<file path="config.mk">
export PLATFORM = sky130hd
export DESIGN_NAME = int_adder_pipe_flat
export DESIGN_NICKNAME = d
export VERILOG_FILES = /design/src/rtl/int_adder_pipe_if.sv /design/src/rtl/int_adder_pipe.sv /design/src/flat_wrapper.sv
export SDC_FILE = /design/constraint.sdc
export NUM_CORES = 1
export LEC_CHECK = 0
export ABC_AREA = 1
export BUFFER_PORTS_ARGS = -buffer_cell sky130_fd_sc_hd__buf_2
export CAP_MARGIN = 15
export CORE_UTILIZATION = 45
export CTS_CLUSTER_DIAMETER = 150
export DETAILED_ROUTE_END_ITERATION = 10
export SKIP_LAST_GASP = 1
export SYNTH_ARGS = -nofsm -noshare
export SYNTH_HDL_FRONTEND = slang
export SYNTH_SLANG_ARGS = --single-unit
</file>
<file path="constraint.sdc">
create_clock -name clk -period 4.9 [get_ports clk]
set_input_delay 0.98 -clock clk [delete_from_list [all_inputs] [get_ports clk]]
set_output_delay 0.98 -clock clk [all_outputs]
set_load 0.01 [all_outputs]
</file>
<file path="src/rtl/int_adder_pipe_if.sv">
// ============================================================================
// Module      : int_adder_pipe_if
// Description : Operand/result handshake bundle for the int_adder_pipe block.
// Revision    : 1.0 - initial release
// ============================================================================
`default_nettype none

interface int_adder_pipe_if;
    logic        in_valid;
    logic        in_ready;
    logic        form;
    logic [1:0]  precision;
    logic [31:0] A;
    logic [31:0] B;
    logic [31:0] C;
    logic [31:0] D;
    logic        out_valid;
    logic        out_ready;
    logic [31:0] Y1;
    logic [31:0] Y2;

    modport master (
        output in_valid, form, precision, A, B, C, D, out_ready,
        input  in_ready, out_valid, Y1, Y2
    );

    modport slave (
        input  in_valid, form, precision, A, B, C, D, out_ready,
        output in_ready, out_valid, Y1, Y2
    );
endinterface

`default_nettype wire

</file>
<file path="src/rtl/int_adder_pipe.sv">
// ============================================================================
// Module      : int_adder_pipe
// Description : Two-stage SIMD integer adder (8/16/32-bit lanes or one 64-bit
//               add); optional lane saturation under macro INT_ADDER_SAT_EN.
// Revision    : 1.0 - initial release
// ============================================================================
`default_nettype none

module int_adder_pipe (
    input  logic            clk,
    input  logic            rst,
    int_adder_pipe_if.slave bus
);

    localparam logic [1:0] c_PREC_8  = 2'd0;
    localparam logic [1:0] c_PREC_16 = 2'd1;
    localparam logic [1:0] c_PREC_32 = 2'd2;

    logic        w_adv;
    logic        w_accept;

    logic        r_s1_valid;
    logic        r_s1_form;
    logic [1:0]  r_s1_prec;
    logic [31:0] r_s1_a;
    logic [31:0] r_s1_b;
    logic [31:0] r_s1_c;
    logic [31:0] r_s1_d;

    logic        r_out_valid;
    logic [31:0] r_y1;
    logic [31:0] r_y2;

    logic [2:0][31:0] w_lane_y1;
    logic [2:0][31:0] w_lane_y2;
    logic [63:0]      w_wide;
    logic [31:0]      w_y1;
    logic [31:0]      w_y2;

    // Stage 1 may refill in the same edge that stage 2 drains.
    assign w_adv        = !r_out_valid || bus.out_ready;
    assign bus.in_ready = !r_s1_valid || w_adv;
    assign w_accept     = bus.in_valid && bus.in_ready;

    assign bus.out_valid = r_out_valid;
    assign bus.Y1        = r_y1;
    assign bus.Y2        = r_y2;

    // One lane array per width; the mode mux below picks the active one.
    for (genvar gw = 0; gw < 3; gw++) begin : g_width
        localparam int W = 8 << gw;
        for (genvar gl = 0; gl < 32 / W; gl++) begin : g_lane
            logic [W-1:0] w_a, w_b, w_c, w_d, w_p1, w_p2;
            logic [W+1:0] w_tri;

            assign w_a   = r_s1_a[gl*W +: W];
            assign w_b   = r_s1_b[gl*W +: W];
            assign w_c   = r_s1_c[gl*W +: W];
            assign w_d   = r_s1_d[gl*W +: W];
            assign w_tri = {2'b00, w_a} + {2'b00, w_b} + {2'b00, w_c};
`ifdef INT_ADDER_SAT_EN
            logic [W:0] w_s1, w_s2;
            assign w_s1 = {1'b0, w_a} + {1'b0, w_c};
            assign w_s2 = {1'b0, w_b} + {1'b0, w_d};
            assign w_p1 = w_s1[W] ? {W{1'b1}} : w_s1[W-1:0];
            assign w_p2 = w_s2[W] ? {W{1'b1}} : w_s2[W-1:0];
`else
            assign w_p1 = w_a + w_c;
            assign w_p2 = w_b + w_d;
`endif
            // Widening form: the 2w-bit sum splits with its high half in Y1.
            assign w_lane_y1[gw][gl*W +: W] = r_s1_form ? {{(W-2){1'b0}}, w_tri[W+1:W]} : w_p1;
            assign w_lane_y2[gw][gl*W +: W] = r_s1_form ? w_tri[W-1:0] : w_p2;
        end
    end

    assign w_wide = {r_s1_a, r_s1_b} + {r_s1_c, r_s1_d};

    always_comb begin
        w_y1 = w_wide[63:32];
        w_y2 = w_wide[31:0];
        case (r_s1_prec)
            c_PREC_8:  begin w_y1 = w_lane_y1[0]; w_y2 = w_lane_y2[0]; end
            c_PREC_16: begin w_y1 = w_lane_y1[1]; w_y2 = w_lane_y2[1]; end
            c_PREC_32: begin w_y1 = w_lane_y1[2]; w_y2 = w_lane_y2[2]; end
            default:   ;
        endcase
    end

    always_ff @(posedge clk) begin
        if (rst) begin
            r_s1_valid <= 1'b0;
        end else if (w_accept) begin
            r_s1_valid <= 1'b1;
        end else if (w_adv) begin
            r_s1_valid <= 1'b0;
        end
    end

    // Operand payload needs no reset; it is qualified by r_s1_valid.
    always_ff @(posedge clk) begin
        if (w_accept) begin
            r_s1_form <= bus.form;
            r_s1_prec <= bus.precision;
            r_s1_a    <= bus.A;
            r_s1_b    <= bus.B;
            r_s1_c    <= bus.C;
            r_s1_d    <= bus.D;
        end
    end

    always_ff @(posedge clk) begin
        if (rst) begin
            r_out_valid <= 1'b0;
            r_y1        <= '0;
            r_y2        <= '0;
        end else if (w_adv) begin
            r_out_valid <= r_s1_valid;
            if (r_s1_valid) begin
                r_y1 <= w_y1;
                r_y2 <= w_y2;
            end
        end
    end

endmodule

`default_nettype wire

</file>
<file path="src/flat_wrapper.sv">
// flat-port wrapper written by rule: the top's interface ports become plain ports
module int_adder_pipe_flat 
  (clk, rst, bus_in_valid, bus_form, bus_precision, bus_A, bus_B, bus_C, bus_D, bus_out_ready, bus_in_ready, bus_out_valid, bus_Y1, bus_Y2);
  int_adder_pipe_if bus_i ();
  input  logic clk;
  input  logic rst;
  input wire logic [$bits(bus_i.in_valid)-1:0] bus_in_valid;
  input wire logic [$bits(bus_i.form)-1:0] bus_form;
  input wire logic [$bits(bus_i.precision)-1:0] bus_precision;
  input wire logic [$bits(bus_i.A)-1:0] bus_A;
  input wire logic [$bits(bus_i.B)-1:0] bus_B;
  input wire logic [$bits(bus_i.C)-1:0] bus_C;
  input wire logic [$bits(bus_i.D)-1:0] bus_D;
  input wire logic [$bits(bus_i.out_ready)-1:0] bus_out_ready;
  output wire logic [$bits(bus_i.in_ready)-1:0] bus_in_ready;
  output wire logic [$bits(bus_i.out_valid)-1:0] bus_out_valid;
  output wire logic [$bits(bus_i.Y1)-1:0] bus_Y1;
  output wire logic [$bits(bus_i.Y2)-1:0] bus_Y2;
  assign bus_i.in_valid = bus_in_valid;
  assign bus_i.form = bus_form;
  assign bus_i.precision = bus_precision;
  assign bus_i.A = bus_A;
  assign bus_i.B = bus_B;
  assign bus_i.C = bus_C;
  assign bus_i.D = bus_D;
  assign bus_i.out_ready = bus_out_ready;
  assign bus_in_ready = bus_i.in_ready;
  assign bus_out_valid = bus_i.out_valid;
  assign bus_Y1 = bus_i.Y1;
  assign bus_Y2 = bus_i.Y2;
  int_adder_pipe u_core (.clk(clk), .rst(rst), .bus(bus_i));
endmodule
</file>
==> parameters.txt <==
Parameter                              Value

Status
  Result of the run    finished clean

Timing
  Least-Margin Pin Slew    1.18 ns
  Final critical-path required period    4.62 ns
  Count of final setup violators    0
  Setup tns final    0 ns
  Clock tree skew after final layout    0.0219 ns
  Fmax    216 MHz
  Tcrit/Tclk final    94.3%
  Final count of pins violating max slew    0
  Slew margin rel.    21.4%
  Final hold violation count    0
  Setup repair after global routing missed its margin    false

CTS
  Number of clock buffers inserted by TritonCTS    17
  Post_cts resized    0
  Root Buffer Master    sky130_fd_sc_hd__clkbuf_16
  Hold bufs inserted after CTS    0
  H-tree lvl count    4
  TritonCTS Sinks    197
  Number of buffers on the longest clock path    2
  Worst-path clk slew    0.08 ns
  Post-CTS setup buffer count    0
  CTS tree    done
  Insertion delay of the later-clocked pin in the worst-skew pair    0.53 ns

Layout
  Synth-to-layout area growth    11.4%
  Share of cells above drive strength 1    12.1%
  Most frequent standard cell in the layout excluding fill and tap cells    sky130_fd_sc_hd__nand2_1
  Fin nets    3365
  Reg area    5260 um^2
  Utilization after layout    50.8%
  Filler Cell Count    4386
  Commonest cells after routing, fill and taps aside    sky130_fd_sc_hd__nand2_1, sky130_fd_sc_hd__inv_1, sky130_fd_sc_hd__nor2_1
  Area of combinational cells with multiple inputs    12600 um^2
  Finished Cell Area    21800 um^2

Place
  IO buf count    200
  Placer congestion estimate    1.06
  Standard cell area after detailed placement    21300 um^2
  Total half-perimeter wirelength after legalization and detailed placement    75200 um

Route
  Average wire per cell in the routed design    24.9 um
  Wire length on met3    9240 um
  Wl on met1    37000 um
  Detailed-route vias per instance    5.98
  Final routed wirelength across all metal layers    91000 um
  Residual DRC    0
  Number of nets still failing antenna checks after routing    0
  Overall via count from detail_route    21800
  Highest layer used for signal routing    met5
  DR pass1 iterations    6
  Met2 wire length    39700 um
  Violation count after the first detailed-route iteration    2559

Logic synthesis
  Yosys reg bits    197
  Leading register cell type out of synthesis    sky130_fd_sc_hd__edfxtp_1
  Warnings, synthesis    0
  Number of instances in the synthesized netlist    2873
  Synthesized area    19600 um^2
  Fraction of the yosys area taken by sequential cells    26.8%
  Mean post-synth cell area    6.82 um^2
  Number of flops mapped to enable cells by yosys    131
  Net Count, Synth    3184
  Count of distinct cell types in the synthesized netlist    61
  Async SR Flop Fraction    0%

Floorplan
  Core Rows    76
  Overall die height    211 um
  Effective utilization at floorplan    45.6%
  Io pins    201
  Std-Cell Core Area    43000 um^2
  Chip width    211 um
  Full die area    44400 um^2

Setup path
  Crit path capture type    flop
  Cell with the largest stage delay on the worst path    sky130_fd_sc_hd__edfxtp_1
  Data required, critical path    5.29 ns
  Worst Path Arrival    5.01 ns
  Number of cells on the critical path    23
  Setup crit start kind    flop
  Cell repeated most along the worst path    sky130_fd_sc_hd__nand2_1
  Count of buffering cells on the critical path with inverters included    2
  Worst-path fanout max    6
  Delay-heaviest family, CP    compound AO/OA/AOI/OAI gates
  Type of the worst setup path    flop to flop
  Worst path cell trace    ha_1 > nand2_1 > inv_1 > a21oi_1 > nand2_2 > a21oi_1 > o21ai_1 > a21boi_2 > o21ai_0 > xor2_1 > ha_1 > inv_1 > o21ai_0 > nor2_1 > o21ai_0 > a21oi_1 > nand2_1 > nand2_1 > nand3_1 > nand3_1 > nand2_1 > nand2_1 > a21oi_1
  Reg2reg path depth    23
  Biggest cell delay along the critical path    0.47 ns

Hold path
  Class of the tightest hold or removal check    flop to flop
  Number of cells on the worst hold path    2

Pwr
  Ratio of total power to cell area    307 nW/um^2
  Leakage power of the design    0.00998 uW
  Largest voltage drop on the vdd net    0.261 mV

Global routing
  Global-route total usage across every layer    40.9%
  Pin count of the biggest net entering global routing    65
  Via count of the first global-routing pass    20400
  Antenna violations before repair    3
  Wire length of the first global-routing pass    131000 um
  Grt ovf    0

Flow run
  Max-cap violation count    0
[routing by layer]
layer / global-route usage, % / vias to the layer above
met5: 0 / -
met4: 21.9 / 2
met3: 7.21 / 252
met2: 63.5 / 1284
met1: 54.1 / 10300
li1: - / 10000
[stage by stage]
step                std cells  worst slack [ns]  hold WS (ns)  total power (uW)
global placement         3620             0.324         0.492              5120
CTS                      3652             0.331         0.511              6610
floorplan                2873             0.625         0.490              4020
global route             3652            0.0321         0.529              7020
detailed placement       3620             0.371         0.495              5130
finish                   3653             0.279         0.509              6710
[area by class of cell]
type,instances,area share (%)
multi-input cells,2217,57.6
clock buffers,18,1.96
inverters,398,6.85
clock inverters,14,0.665
repair buffers,223,5.49
flip-flops and latches,197,24.1
diodes,1,0.0115
well taps,585,3.35
[worst min-delay path: cells and delay by family (launching register included)]
family                 cells  cell delay [ns]
buffers and inverters      1             0.05
AO/OA/AOI/OAI              1             0.10
flip-flops                 1             0.33
[power by group]
group | switching (uW) | internal [uW]
sequential | 119 | 1890
clock | 767 | 715
combinational | 2220 | 1000
[cell usage after synthesis (8+ instances only)]
| cell | n | area [um^2] |
|---|---|---|
| sky130_fd_sc_hd__o21ai_1 | 56 | 280 |
| sky130_fd_sc_hd__or2_2 | 16 | 100 |
| sky130_fd_sc_hd__edfxtp_1 | 131 | 3930 |
| sky130_fd_sc_hd__nor2_2 | 17 | 106 |
| sky130_fd_sc_hd__dfxtp_1 | 66 | 1320 |
| sky130_fd_sc_hd__ha_1 | 160 | 2000 |
| sky130_fd_sc_hd__nor3_1 | 24 | 120 |
| sky130_fd_sc_hd__a21boi_0 | 11 | 82.6 |
| sky130_fd_sc_hd__o21a_1 | 14 | 105 |
| sky130_fd_sc_hd__nand3_1 | 155 | 776 |
| sky130_fd_sc_hd__fa_1 | 16 | 320 |
| sky130_fd_sc_hd__xor2_1 | 89 | 780 |
| sky130_fd_sc_hd__inv_2 | 24 | 90.1 |
| sky130_fd_sc_hd__inv_1 | 372 | 1400 |
| sky130_fd_sc_hd__clkbuf_1 | 29 | 109 |
| sky130_fd_sc_hd__o211ai_1 | 9 | 67.6 |
| sky130_fd_sc_hd__nand2_2 | 18 | 113 |
| sky130_fd_sc_hd__a21o_1 | 16 | 120 |
| sky130_fd_sc_hd__nand3b_1 | 10 | 75.1 |
| sky130_fd_sc_hd__nand2_1 | 545 | 2050 |
| sky130_fd_sc_hd__a31oi_1 | 26 | 163 |
| sky130_fd_sc_hd__xnor2_1 | 37 | 324 |
| sky130_fd_sc_hd__a21oi_1 | 306 | 1530 |
| sky130_fd_sc_hd__nand4_1 | 18 | 113 |
| sky130_fd_sc_hd__nor2_1 | 320 | 1200 |
| sky130_fd_sc_hd__a211oi_1 | 8 | 60.1 |
| sky130_fd_sc_hd__o21ai_0 | 239 | 1200 |
| sky130_fd_sc_hd__o21bai_1 | 16 | 120 |
| sky130_fd_sc_hd__a21oi_2 | 11 | 96.3 |
| sky130_fd_sc_hd__buf_2 | 27 | 135 |
[cell families after synthesis]
| family | Yosys count | synth area share, % |
|---|---|---|
| adder cells (fa/ha/maj) | 176 | 11.8 |
| flip-flops | 197 | 26.8 |
| AO/OA/AOI/OAI | 759 | 21.6 |
| buffers and inverters | 459 | 9.01 |
| XOR/XNOR | 126 | 5.63 |
| AND/OR/NAND/NOR | 1156 | 25.2 |
[registers in the layout, indices dropped and copies added, names as in the netlist]
signal,flops
u_core.bus.Y1,32
u_core.r_s1_form,1
u_core.g_width.g_lane.w_d,32
u_core.g_width.g_lane.w_b,32
u_core.g_width.g_lane.w_c,32
u_core.bus.Y2,32
u_core.r_s1_prec,2
u_core.g_width.g_lane.w_a,32
u_core.bus.out_valid,1
u_core.r_s1_valid,1
[final timing paths]
path / from / endpoint / slack (ns)
hold / removal: u_core.bus.Y2[0] / u_core.bus.Y2[0] / 0.51
setup / recovery: u_core.g_width[2].g_lane[0].w_a[7] / u_core.bus.Y2[27] / 0.28
hold reg to reg: u_core.bus.Y2[0] / u_core.bus.Y2[0] / 0.51
setup reg to reg: u_core.g_width[2].g_lane[0].w_a[7] / u_core.bus.Y2[27] / 0.28
Power figures use the tool's default switching activity.
